===== config.mk =====
export PLATFORM = sky130hd
export DESIGN_NAME = irq_priority_ctrl
export DESIGN_NICKNAME = d
export VERILOG_FILES = /design/src/rtl/irq_ctrl_pkg.sv /design/src/rtl/irq_pri_encoder16.sv /design/src/rtl/irq_priority_ctrl.sv
export SDC_FILE = /design/constraint.sdc
export NUM_CORES = 1
export LEC_CHECK = 0
export CAP_MARGIN = 10
export CORE_ASPECT_RATIO = 1.75
export CORE_MARGIN = 2
export CORE_UTILIZATION = 40
export CTS_BUF_LIST = sky130_fd_sc_hd__clkbuf_16
export DETAILED_ROUTE_END_ITERATION = 10
export PLACE_DENSITY = 0.78
export RECOVER_POWER = 100
export SYNTH_ARGS = -nofsm -noshare
export SYNTH_HDL_FRONTEND = slang
export SYNTH_SLANG_ARGS = --single-unit
export TNS_END_PERCENT = 1

===== constraint.sdc =====
create_clock -name clk -period 1.8 [get_ports clk]
set_input_delay 0.54 -clock clk [delete_from_list [all_inputs] [get_ports clk]]
set_output_delay 0.54 -clock clk [all_outputs]
set_load 0.05 [all_outputs]

===== src/rtl/irq_ctrl_pkg.sv =====
// -----------------------------------------------------------------------------
// irq_ctrl_pkg
// Shared constants, the controller state type and the priority helper used by
// the 16-source interrupt controller.
//   NUM_SRC      number of request sources (16)
//   ID_W         width of a source index (4)
//   irq_state_e  controller states IDLE / PRESENT / HOLD
//   highest_idx  index of the most significant set bit (0 when none set)
// -----------------------------------------------------------------------------
package irq_ctrl_pkg;

  localparam int NUM_SRC = 16;
  localparam int ID_W    = 4;

  typedef enum logic [1:0] {
    IDLE    = 2'd0,
    PRESENT = 2'd1,
    HOLD    = 2'd2
  } irq_state_e;

  // Ascending scan, so the last (highest) set bit found overwrites lower ones.
  function automatic logic [ID_W-1:0] highest_idx(input logic [NUM_SRC-1:0] vec);
    logic [ID_W-1:0] idx;
    idx = {ID_W{1'b0}};
    for (int i = 0; i < NUM_SRC; i++) begin
      if (vec[i]) begin
        idx = ID_W'(i);
      end else begin
        idx = idx;
      end
    end
    return idx;
  endfunction

endpackage


===== src/rtl/irq_pri_encoder16.sv =====
// -----------------------------------------------------------------------------
// irq_pri_encoder16
// Purely combinational 16-to-4 priority encoder; bit 15 has highest priority.
// Ports:
//   req_in   in  16  request vector
//   idx_out  out  4  index of highest set bit (0 when none set)
//   any_out  out  1  at least one request bit set
// -----------------------------------------------------------------------------
module irq_pri_encoder16
  import irq_ctrl_pkg::*;
(
  input  logic [NUM_SRC-1:0] req_in,
  output logic [ID_W-1:0]    idx_out,
  output logic               any_out
);

  assign idx_out = highest_idx(req_in);
  assign any_out = |req_in;

endmodule


===== src/rtl/irq_priority_ctrl.sv =====
// -----------------------------------------------------------------------------
// irq_priority_ctrl
// Sixteen-source interrupt controller: latches requests into a pending
// register, masks them and presents the highest-priority eligible source over
// a valid/ack handshake, with an optional acknowledge timeout.
// Parameters:
//   TIMEOUT_CYCLES  cycles irq_valid may stay high without ack (0 = no timeout)
//   CNT_W           timeout counter width, must hold TIMEOUT_CYCLES
// Ports:
//   clk          in   1  clock, rising edge
//   rst_n        in   1  synchronous active-low reset
//   enable       in   1  allows new presentations
//   irq_in       in  16  request lines, bit 15 highest priority
//   mask_in      in  16  1 = source masked (still latched, never presented)
//   irq_ack      in   1  consumer accepts presented id
//   irq_valid    out  1  id presented
//   irq_id       out  4  presented source index
//   pending      out 16  latched pending bits
//   timeout_err  out  1  one-cycle pulse on ack timeout
// Build option:
//   IRQ_EDGE_DETECT_EN  defined: rising-edge capture; undefined: level capture
// -----------------------------------------------------------------------------
module irq_priority_ctrl
  import irq_ctrl_pkg::*;
#(
  parameter int TIMEOUT_CYCLES = 255,
  parameter int CNT_W          = 8
) (
  input  logic               clk,
  input  logic               rst_n,
  input  logic               enable,
  input  logic [NUM_SRC-1:0] irq_in,
  input  logic [NUM_SRC-1:0] mask_in,
  input  logic               irq_ack,
  output logic               irq_valid,
  output logic [ID_W-1:0]    irq_id,
  output logic [NUM_SRC-1:0] pending,
  output logic               timeout_err
);

  localparam logic             TO_EN   = (TIMEOUT_CYCLES != 0);
  // Counter starts at 0 on the first presented cycle, so the last one is T-1.
  localparam logic [CNT_W-1:0] TO_LAST = CNT_W'((TIMEOUT_CYCLES > 0) ? (TIMEOUT_CYCLES - 1) : 0);

  irq_state_e         state_r, state_nxt_s;
  logic [NUM_SRC-1:0] pending_r, pending_nxt_s;
  logic [ID_W-1:0]    id_r, id_nxt_s;
  logic               valid_r, valid_nxt_s;
  logic               terr_r, terr_nxt_s;
  logic [CNT_W-1:0]   cnt_r, cnt_nxt_s;

  logic [NUM_SRC-1:0] capture_s;
  logic [NUM_SRC-1:0] clear_s;
  logic [NUM_SRC-1:0] eligible_s;
  logic [ID_W-1:0]    enc_id_s;
  logic               enc_any_s;

`ifdef IRQ_EDGE_DETECT_EN
  logic [NUM_SRC-1:0] irq_q_r;

  // Request history for rising-edge detection.
  always_ff @(posedge clk) begin
    if (!rst_n) begin
      irq_q_r <= {NUM_SRC{1'b0}};
    end else begin
      irq_q_r <= irq_in;
    end
  end

  assign capture_s = irq_in & ~irq_q_r;
`else
  assign capture_s = irq_in;
`endif

  assign eligible_s = pending_r & ~mask_in;

  irq_pri_encoder16 u_enc (
    .req_in  (eligible_s),
    .idx_out (enc_id_s),
    .any_out (enc_any_s)
  );

  // Next-state, presentation and pending-update logic.
  always_comb begin
    state_nxt_s = state_r;
    id_nxt_s    = id_r;
    valid_nxt_s = valid_r;
    terr_nxt_s  = 1'b0;
    cnt_nxt_s   = cnt_r;
    clear_s     = {NUM_SRC{1'b0}};
    case (state_r)
      IDLE: begin
        if (enable && enc_any_s) begin
          state_nxt_s = PRESENT;
          id_nxt_s    = enc_id_s;
          valid_nxt_s = 1'b1;
          cnt_nxt_s   = {CNT_W{1'b0}};
        end else begin
          state_nxt_s = IDLE;
          valid_nxt_s = 1'b0;
        end
      end
      PRESENT: begin
        // irq_id is frozen here; mask/enable/pending changes do not disturb it.
        if (irq_ack) begin
          clear_s     = {{(NUM_SRC-1){1'b0}}, 1'b1} << id_r;
          state_nxt_s = HOLD;
          valid_nxt_s = 1'b0;
          cnt_nxt_s   = {CNT_W{1'b0}};
        end else if (TO_EN && (cnt_r == TO_LAST)) begin
          terr_nxt_s  = 1'b1;
          state_nxt_s = HOLD;
          valid_nxt_s = 1'b0;
          cnt_nxt_s   = {CNT_W{1'b0}};
        end else begin
          cnt_nxt_s   = TO_EN ? (cnt_r + {{(CNT_W-1){1'b0}}, 1'b1}) : cnt_r;
        end
      end
      HOLD: begin
        state_nxt_s = IDLE;
        valid_nxt_s = 1'b0;
      end
      default: begin
        state_nxt_s = IDLE;
        valid_nxt_s = 1'b0;
        cnt_nxt_s   = {CNT_W{1'b0}};
      end
    endcase
    // A capture in the same cycle as the acknowledge clear keeps the bit set.
    pending_nxt_s = (pending_r & ~clear_s) | capture_s;
  end

  // State register and registered outputs.
  always_ff @(posedge clk) begin
    if (!rst_n) begin
      state_r   <= IDLE;
      pending_r <= {NUM_SRC{1'b0}};
      id_r      <= {ID_W{1'b0}};
      valid_r   <= 1'b0;
      terr_r    <= 1'b0;
      cnt_r     <= {CNT_W{1'b0}};
    end else begin
      state_r   <= state_nxt_s;
      pending_r <= pending_nxt_s;
      id_r      <= id_nxt_s;
      valid_r   <= valid_nxt_s;
      terr_r    <= terr_nxt_s;
      cnt_r     <= cnt_nxt_s;
    end
  end

  assign irq_valid   = valid_r;
  assign irq_id      = id_r;
  assign pending     = pending_r;
  assign timeout_err = terr_r;

endmodule

==> results.tsv, run 1 <==
stage	metric	value	unit
status	outcome	finished, final reports clean	
setup_path	Worst path slowest cell	a2111oi_4	
setup_path	crit path DAT	1.90	ns
routing	M1 WL	2030	um
clock_network	TritonCTS Buffers	5	
clock_network	TritonCTS clock tree	yes	
die	die area	4860	um^2
hold_path	HP Class	reg2reg	
die	Core Box Area	4150	um^2
grt	total gr overflow	0	
routing	met2 WL post-DR	3040	um
logic_synthesis	syn_area_per_cell	8.87	um^2
grt	GRT Util Overall	0.241	
routing	drt wl/cell	16.5	um
die	Die Width	53.6	um
logic_synthesis	sequential area share after synthesis	0.372	
flow_run	Max Cap Viol	0	
routing	final WL	5600	um
clock_network	clock tree buffer depth	2	
setup_path	crit end category	flop	
sta	RSZ-0062 raised after global routing	false	
logic_synthesis	Cell Area, Synth	1720	um^2
setup_path	Worst Path Required	1.97	ns
logic_synthesis	Post-synth top cells	dfxtp_1 (32), a21oi_1 (22), inv_1 (22)	
placed_design	Post-Place Cells	331	
sta	clock skew	0.00207	ns
grt	number of antenna violations at the first check in global routing	1	
routing	Max Used Layer	met4	
grt	largest net degree at the start of global routing	13	
sta	endpoints failing setup	0	
final_layout	share of layout cells above drive strength 1	0.310	
grt	global-route wire length before repair	8600	um
die	placement row count	31	
logic_synthesis	Async SR Flop Fraction	0	
grt	vias in the first global route	1893	
sta	final worst-path cycle share	0.962	
clock_network	Skew-Pair Late Insertion Delay	0.28	ns
routing	Via density	5.56	
power_and_ir_drop	switching share of power	0.312	
setup_path	CP top delay family	compound AO/OA/AOI/OAI gates	
sta	Slew Viols, Final	0	
placed_design	Final GP Congestion	0.821	
placed_design	I/O Buffers	57	
routing	DR vias	1889	
setup_path	Startpoint Class	flop	
logic_synthesis	syn nets	232	
logic_synthesis	Ys Warns	0	
setup_path	CP peak stage delay	0.33	ns
clock_network	H-tree Lvls	2	
clock_network	CTS root buf	clkbuf_16	
final_layout	fill cell count	321	
routing	Post-DRT Antenna Nets	0	
die	Ports	58	
power_and_ir_drop	Clk pwr share	0.363	
clock_network	clk slew on worst S/H paths	0.05	ns
power_and_ir_drop	Comb power frac	0.276	
routing	detailed route wirelength on metal3	250	um
logic_synthesis	Yosys top cell area share	0.372	
sta	normalized max-slew margin	0.601	
routing	drc violations	0	
logic_synthesis	post-synthesis cell type count	45	
power_and_ir_drop	Int Power	1.52	mW
final_layout	final net count	327	
logic_synthesis	Synth Register Bits	32	
setup_path	WP buf/inv	1	
routing	Initial DRT Pass Iterations	4	
routing	drt first-iter violations	47	
power_and_ir_drop	PwrDens	801	nW/um^2
logic_synthesis	largest cells by area after synthesis	dfxtp_1 (37%), a21oi_1 (6.4%), inv_1 (4.8%)	
power_and_ir_drop	Psw	689	uW
setup_path	crit path cell chain	nor2b_1 -> clkbuf_4 -> a2111oi_4 -> a41oi_4 -> and2_4 -> o221a_1	
logic_synthesis	Synth Instances	194	
power_and_ir_drop	Flop pwr share	0.362	
placed_design	hpwl dp	4020	um
sta	Worst-Margin Slew	0.601	ns
logic_synthesis	Post-synth EDFFs	0	
die	Starting Density	0.415	
final_layout	Layout Cells excl Fill	340	
sta	Tmin final	1.73	ns
power_and_ir_drop	Lkg Pwr	1.18	nW
setup_path	worst-path fanout max	6	
logic_synthesis	most frequent cell after synthesis	dfxtp_1	
clock_network	CTS Sinks	32	
final_layout	synth-to-layout area growth	60.1	%
die	Die H	90.8	um
sta	Setup TNS	0	ns
logic_synthesis	Main synth FF type	dfxtp_1	
setup_path	WS Path Type	reg2reg	
logic_synthesis	leading area contributor after synthesis	dfxtp_1	
sta	fmax	0.578	GHz
sta	Hold Slack	0.486	ns
sta	Final Hold Viols	0	
power_and_ir_drop	worst vdd ir	633	uV
clock_network	# hold bufs at CTS	0	
-- per-stage QoR --
step | utilization | total power [mW] | area, um^2 | setup slack, ns
floorplan | - | 1.13 | 1720 | 0.00101
global route | 0.664 | 2.27 | 2760 | 0.00357
CTS | 0.713 | 2.29 | 2960 | -0.00342
finish | 0.664 | 2.21 | 2760 | 0.0685
detailed placement | 0.668 | 1.49 | 2770 | -0.513
global placement | 0.668 | 1.48 | 2770 | -0.465
-- registers in the layout, indices dropped and copies added (netlist names) --
signal	flops
pending	16
state_r	2
irq_id	4
irq_valid	1
cnt_r	8
timeout_err	1
-- path summary, 6_finish.rpt --
kind                            startpoint          to  slack, ns  cells after the start
worst max-delay path            pending[3]   irq_id[0]       0.07                      6
worst min-delay path            pending[6]  pending[6]       0.49                      2
worst max register to register  pending[3]   irq_id[0]       0.07                      6
worst min register to register  pending[6]  pending[6]       0.49                      2
-- cell usage in the layout, fill, tap and decap left out, types with 4 or more instances in the layout --
| cell type | synthesis | final |
|---|---|---|
| o31ai_1 | 4 | 4 |
| clkbuf_16 | 0 | 5 |
| buf_4 | 0 | 26 |
| dfxtp_1 | 32 | 29 |
| nor2b_2 | 0 | 6 |
| nor2b_4 | 3 | 7 |
| o21ai_0 | 12 | 14 |
| nor2_1 | 7 | 7 |
| nor3_1 | 6 | 5 |
| dlygate4sd2_1 | 0 | 13 |
| nand2b_1 | 7 | 6 |
| nand2_1 | 13 | 13 |
| inv_1 | 22 | 23 |
| clkdlybuf4s50_1 | 0 | 18 |
| buf_12 | 0 | 5 |
| clkbuf_1 | 4 | 11 |
| o221a_1 | 7 | 7 |
| clkbuf_2 | 0 | 14 |
| a21oi_1 | 22 | 22 |
-- tightest hold or removal path, stage by stage (launching register included) --
cell and delay [ns]:
dfxtp_2 0.32, o21ai_0 0.06, a21oi_1 0.06
-- power by group through the flow --
stage	sequential [mW]	clock (mW)	combinational, mW
finish	0.798	0.801	0.608
global route	0.803	0.827	0.641
CTS	0.804	0.795	0.693
detailed placement	0.817	0	0.678
global placement	0.816	0	0.667
floorplan	0.931	0	0.198
-- layout make-up --
type | instances | area [um^2] | area share
multi-input combinational | 136 | 1070 | 0.389
timing repair buffer | 92 | 756 | 0.274
sequential | 32 | 644 | 0.234
clock buffer | 5 | 125 | 0.0454
inverter | 22 | 82.6 | 0.0300
tap | 49 | 61.3 | 0.0223
clock inverter | 3 | 11.3 | 0.00409
antenna | 1 | 2.50 | 0.000908
-- timing repair --
action,4_1_cts,5_1_grt
pin swaps,6,9
setup endpoints to repair,14,14
buffers inserted,2,0
gates resized for setup,34,12
gates cloned,0,0
endpoints found under the hold margin,0,0
-- cell families after synthesis --
family	Yosys count	share of synthesized area
compound gates	66	0.295
flops	32	0.372
simple gates	68	0.262
buf+inv	26	0.0567
fa+ha+maj	2	0.0145
-- per-layer routing --
layer  GRT usage  vias up
li1            -      892
met2       0.418       70
met5           0        -
met3      0.0298       18
met1       0.253      909
met4       0.165        0
Note: power is estimated with default switching activity, not from simulation.
==> run 2, diff against run 1 <==
Settings changed: GPL_TIMING_DRIVEN from default to 0.
==> run 2 against run 1 <==
Against the previous run: critical endpoint unchanged; via count down 10%; die area unchanged; critical path type is now in2reg; sequential cell count did not move; hold slack improved by 0.0033 ns; the flow now finishes with violations (setup timing).
==> results.tsv, run 2 (same netlist as run 1, synthesis figures left out) <==
stage	metric	value	unit	change
hold_path	hold path depth	2		unchanged
placed_design	placed cell area	2360	um^2	-15%
sta	fmax	0.502	GHz	-13%
sta	endpoints failing setup	14		+14
sta	final worst slack	-0.192	ns	-0.261 ns
final_layout	fill cell count	363		+13%
setup_path	Startpoint Class	input pin		
grt	largest net degree at the start of global routing	11		-2
clock_network	clock tree buffer depth	2		unchanged
setup_path	crit path cell chain	clkdlybuf4s50_1 -> nor2b_2 -> nor4_4 -> a41oi_4 -> and2_4 -> o221a_1		
setup_path	WS Path Type	in2reg		
power_and_ir_drop	worst vdd ir	854	uV	+35%
setup_path	CP peak stage delay	0.49	ns	+0.16 ns
grt	M2 GR Usage	0.395		-0.0226
routing	DR vias	1701		-10%
die	Die H	90.8	um	unchanged
flow_run	Max Cap Viol	0		unchanged
routing	drt wl/cell	16.0	um	-2.8%
grt	M3 GR Usage	0.0430		+0.0132
grt	busiest grt layer	met2		
sta	final worst-path cycle share	1.11		+0.145
die	Die Width	53.6	um	unchanged
routing	drt first-iter violations	50		+6.4%
hold_path	HP Class	reg2reg		
die	Starting Density	0.415		unchanged
final_layout	final instance area	2590	um^2	-5.9%
clock_network	CTS Sinks	32		unchanged
sta	RSZ-0062 raised after global routing	true		
clock_network	H-tree Lvls	2		unchanged
final_layout	commonest non-fill, non-tap cells in the layout	dfxtp_1 (29), clkdlybuf4s50_1 (26), inv_1 (22), a21oi_1 (22), dlygate4sd2_1 (19)		
routing	Initial DRT Pass Iterations	4		unchanged
clock_network	Skew-Pair Late Insertion Delay	0.27	ns	about the same
clock_network	TritonCTS clock tree	yes		
routing	final WL	5010	um	-11%
power_and_ir_drop	PwrDens	821	nW/um^2	+2.5%
placed_design	hpwl dp	3610	um	-10%
routing	drc violations	0		unchanged
sta	Setup TNS	-1.68	ns	-1.68 ns
sta	Tmin final	1.99	ns	+0.261 ns
final_layout	commonest non-fill, non-tap cell in the layout	dfxtp_1		
clock_network	TritonCTS Buffers	5		unchanged
setup_path	Worst path slowest cell	clkdlybuf4s50_1		
clock_network	CTS root buf	clkbuf_16		
sta	Worst-Margin Slew	0.585	ns	-0.0156 ns
placed_design	Post-Place Cells	300		-9.4%
die	Core Box Area	4150	um^2	unchanged
grt	GR Util met1	0.242		-0.0104
grt	total gr overflow	0		unchanged
grt	vias in the first global route	1707		-9.8%
setup_path	crit end category	flop		
final_layout	share of layout cells above drive strength 1	0.170		-0.140
final_layout	Layout Cells excl Fill	313		-7.9%
setup_path	R2R cell count	6		unchanged
setup_path	worst-path fanout max	8		+2
grt	global-route wire length before repair	7940	um	-7.7%
grt	GRT Util Overall	0.222		-0.0195
setup_path	Worst Path Required	1.96	ns	about the same
placed_design	I/O Buffers	57		unchanged
final_layout	Largest register FFs	16		unchanged
status	outcome	finished with violations		
final_layout	fin util	0.625		-0.0389
hold_path	beginning of the worst hold path	pending[3]		
setup_path	crit path DAT	2.16	ns	+0.26 ns
setup_path	WP buf/inv	1		unchanged
sta	normalized max-slew margin	0.611		+0.0104
final_layout	final net count	301		-8.0%
final_layout	# diodes	0		-1
hold_path	Hold EP	pending[3]		
die	die area	4860	um^2	unchanged
sta	clock skew	0.00493	ns	+0.00286 ns
setup_path	worst r2r dst	cnt_r[3]		
routing	Post-DRT Antenna Nets	0		unchanged
power_and_ir_drop	Lkg Pwr	1.10	nW	-6.6%
die	Ports	58		unchanged
sta	Slew Viols, Final	0		unchanged
placed_design	pre-CTS setup slack	-0.590	ns	-0.0774 ns
final_layout	synth-to-layout area growth	50.8	%	
final_layout	Multi-input gate area	1050	um^2	-1.6%
sta	Final Hold Viols	0		unchanged
die	placement row count	31		unchanged
clock_network	clk slew on worst S/H paths	0.05	ns	about the same
setup_path	flop-to-flop setup slack	0.03	ns	-0.04 ns
final_layout	FF/Latch Area	644	um^2	unchanged
routing	Via density	5.43		-2.2%
placed_design	Final GP Congestion	0.807		-1.7%
status	failing checks	setup timing		
grt	number of antenna violations at the first check in global routing	0		-1
setup_path	Crit Reg-Reg Startpoint	cnt_r[0]		
setup_path	CP top delay family	simple AND/OR/NAND/NOR gates		
-- run 2: cell types whose count changed in the layout (fill, tap and decap cells not counted), moves of 5 or more --
| cell | change |
|---|---|
| clkdlybuf4s50_1 | +8 |
| buf_4 | -21 |
| buf_12 | -5 |
| clkbuf_1 | -6 |
| dlymetal6s2s_1 | +5 |
| clkbuf_2 | -14 |
| dlygate4sd2_1 | +6 |
-- run 2: final cells by class --
| type | count | area share |
|---|---|---|
| multi-input cells | 136 | 0.407 |
| flip-flops and latches | 32 | 0.248 |
| repair buffers | 62 | 0.230 |
| clock buffers | 5 | 0.0482 |
| inverters | 22 | 0.0318 |
| well taps | 49 | 0.0236 |
| plain buffers | 4 | 0.00579 |
| clock inverters | 3 | 0.00531 |
-- run 2: worst min-delay path, delay by kind of cell, from the launching register on --
kind            cells  cell delay [ns]
compound gates      2             0.13
flops               1             0.32
-- run 2: stage by stage --
stage | hold slack [ns] | total power [mW]
3_5_place_dp | 0.475 | 1.34
4_1_cts | 0.487 | 2.11
2_1_floorplan | 0.481 | 1.13
3_3_place_gp | 0.469 | 1.33
6_report | 0.489 | 2.13
5_1_grt | 0.501 | 2.22
-- run 2: per-layer routing --
| layer | part of all wire | up-vias |
|---|---|---|
| met4 | 0.026 | 0 |
| met1 | 0.37 | 809 |
| met2 | 0.56 | 44 |
| li1 | - | 839 |
| met5 | 0 | - |
| met3 | 0.039 | 9 |
-- run 2: worst max-delay path by stage --
stage / start / to / slack, ns / depth (start not counted)
after floorplan: pending[2] / irq_id[0] / 0.001 / 5
after global placement: mask_in[11] / irq_id[3] / -0.57 / 6
after CTS: mask_in[12] / irq_id[3] / -0.22 / 6
after global routing: mask_in[13] / irq_id[0] / -0.24 / 6
after detailed placement: mask_in[11] / cnt_r[7] / -0.59 / 6
final: mask_in[13] / irq_id[0] / -0.19 / 6
-- run 2: what timing repair did --
item	4_1_cts	5_1_grt
pin swaps	9	8
resized for setup	30	22
hold buffers	0	0
buffers inserted	1	4
gates cloned	0	0
endpoints found under the setup margin	36	18
-- run 2: report_power, final --
group          internal [mW]  switching [mW]
logic                  0.224           0.316
registers              0.753          0.0430
clock network          0.501           0.292
==> run 3, diff against run 2 <==
Settings changed: CTS_BUF_LIST sky130_fd_sc_hd__clkbuf_16 to sky130_fd_sc_hd__clkbuf_4 sky130_fd_sc_hd__clkbuf_8.
==> run 3 against run 2 <==
Against the previous run: the flow now finishes without violations; cell count is 0.32% higher; via count fell by 0.47%; first-iteration DRC count is 10% lower; sequential share of layout area up 0.096 points; core utilization unchanged; critical path depth down 5; sequential cell count did not move; die area unchanged; routed wire length barely moved; critical path type is now reg2out; critical endpoint is now pending[13]; largest power group unchanged.
==> results.tsv, run 3 (same netlist as run 1, synthesis figures left out) <==
stage	metric	value	unit	change
sta	normalized max-slew margin	0.623		+0.0116
setup_path	Startpoint Class	flop		
setup_path	WS Path Type	reg2out		
die	Die H	90.8	um	unchanged
power_and_ir_drop	Psw	632	uW	-2.9%
final_layout	share of layout cells above drive strength 1	0.201		+0.0303
grt	GRT Util Overall	0.218		-0.00357
final_layout	final instance area	2590	um^2	unchanged
sta	Setup TNS	0	ns	+1.68 ns
sta	RSZ-0062 raised after global routing	true		
placed_design	placed cell area	2360	um^2	unchanged
setup_path	worst-path fanout max	4		-4
power_and_ir_drop	worst vdd ir	542	uV	-37%
die	placement row count	31		unchanged
power_and_ir_drop	Lkg Pwr	1.17	nW	+6.4%
sta	final worst slack	0.0369	ns	+0.229 ns
setup_path	WP buf/inv	1		unchanged
power_and_ir_drop	Flop pwr share	0.416		+0.042
routing	final WL	5010	um	about the same
status	outcome	finished, final reports clean		
sta	clock skew	0.00427	ns	-0.000668 ns
final_layout	synth-to-layout area growth	50.8	%	unchanged
clock_network	CTS root buf	clkbuf_8		
power_and_ir_drop	Int Power	1.28	mW	-13%
clock_network	H-tree Lvls	2		unchanged
routing	drt first-iter violations	45		-10%
placed_design	pre-CTS setup slack	-0.590	ns	unchanged
grt	largest net degree at the start of global routing	11		unchanged
die	Ports	58		unchanged
final_layout	final net count	301		unchanged
sta	Final Hold Viols	0		unchanged
die	die area	4860	um^2	unchanged
sta	final worst-path cycle share	0.980		-0.127
setup_path	crit path cell chain	clkdlybuf4s15_1		
sta	Tmin final	1.76	ns	-0.229 ns
hold_path	HP Class	reg2reg		
clock_network	TritonCTS Buffers	5		unchanged
setup_path	CP peak stage delay	0.57	ns	+0.08 ns
routing	drc violations	0		unchanged
power_and_ir_drop	PwrDens	738	nW/um^2	-10%
routing	Initial DRT Pass Iterations	4		unchanged
setup_path	CP top delay family	buffers and inverters		
grt	number of antenna violations at the first check in global routing	1		+1
die	Die Width	53.6	um	unchanged
placed_design	Final GP Congestion	0.807		unchanged
clock_network	# hold bufs at CTS	0		unchanged
setup_path	crit path DAT	1.22	ns	-0.94 ns
power_and_ir_drop	Comb power frac	0.284		+0.030
placed_design	I/O Buffers	57		unchanged
routing	Via density	5.39		-0.79%
routing	Post-DRT Antenna Nets	0		unchanged
clock_network	Skew-Pair Late Insertion Delay	0.29	ns	+0.02 ns
grt	global-route wire length before repair	7740	um	-2.4%
clock_network	TritonCTS clock tree	yes		
final_layout	commonest non-fill, non-tap cell in the layout	dfxtp_1		
clock_network	clk slew on worst S/H paths	0.07	ns	+0.02 ns
clock_network	clock tree buffer depth	2		unchanged
setup_path	crit end category	primary output		
final_layout	Largest register FFs	16		unchanged
power_and_ir_drop	Clk pwr share	0.300		-0.073
grt	vias in the first global route	1679		-1.6%
flow_run	Max Cap Viol	0		unchanged
routing	DR vias	1693		-0.47%
grt	total gr overflow	0		unchanged
die	Core Box Area	4150	um^2	unchanged
power_and_ir_drop	switching share of power	0.330		+0.0244
placed_design	hpwl dp	3610	um	unchanged
setup_path	Worst Path Required	1.26	ns	-0.70 ns
routing	drt wl/cell	15.9	um	-0.42%
clock_network	CTS Sinks	32		unchanged
sta	Worst-Margin Slew	0.568	ns	-0.0177 ns
setup_path	flop-to-flop setup slack	0.06	ns	+0.03 ns
setup_path	Worst path slowest cell	clkdlybuf4s15_1		
sta	endpoints failing setup	0		-14
die	Starting Density	0.415		unchanged
sta	fmax	0.567	GHz	+13%
final_layout	commonest non-fill, non-tap cells in the layout	dfxtp_1 (27), a21oi_1 (22), inv_1 (21)		
sta	Slew Viols, Final	0		unchanged
## run 3: changes by cell type in the layout (fill, tap and decap cells not counted), moves of 2 or more
cell	previous run	this run
dfxtp_1	29	27
nor2b_1	2	0
clkdlybuf4s50_1	26	17
nor2b_2	6	4
nor2b_4	7	11
clkbuf_2	0	2
dlymetal6s2s_1	7	15
clkbuf_16	5	0
clkbuf_8	0	6
dfxtp_2	3	5
## run 3: area by class of cell
class	count	area [um^2]
Antenna cell	1	2.50
Buffer	4	15.0
Clock buffer	6	82.6
Clock inverter	2	10.0
Fill cell	355	1560
Inverter	22	82.6
Multi-Input combinational cell	136	1080
Sequential cell	32	647
Tap cell	49	61.3
Timing Repair Buffer	62	613
## run 3: final timing paths
path	from	end	depth (start not counted)
max	pending[13]	pending[13]	1
min	pending[3]	pending[3]	2
max reg2reg	pending[14]	irq_id[3]	5
min reg2reg	pending[3]	pending[3]	2
## run 3: metal layers
metal,up-vias,share of wire,global-route usage
li1,836,-,-
met4,0,0.042,0.120
met5,-,0,0
met2,50,0.55,0.381
met1,793,0.37,0.239
met3,14,0.043,0.0281
## run 3: repair_timing
action	in CTS	in global routing
resized for setup	36	38
setup endpoints to repair	36	19
pin swaps	8	6
buffers inserted	0	5
## run 3: power groups by stage
| stage | Sequential [mW] | Combinational [mW] | Clock (mW) |
|---|---|---|---|
| after global routing | 0.803 | 0.581 | 0.612 |
| final | 0.796 | 0.544 | 0.574 |
| after global placement | 0.808 | 0.523 | 0 |
| after floorplan | 0.931 | 0.198 | 0 |
| after CTS | 0.792 | 0.512 | 0.589 |
| after detailed placement | 0.808 | 0.529 | 0 |
## run 3: stage by stage
step	std cells	util	power, mW	hold slack, ns
floorplan	194	-	1.13	0.481
global placement	300	0.568	1.33	0.469
detailed placement	300	0.568	1.34	0.475
CTS	308	0.592	1.89	0.487
global route	314	0.625	2.00	0.508
finish	314	0.625	1.91	0.495
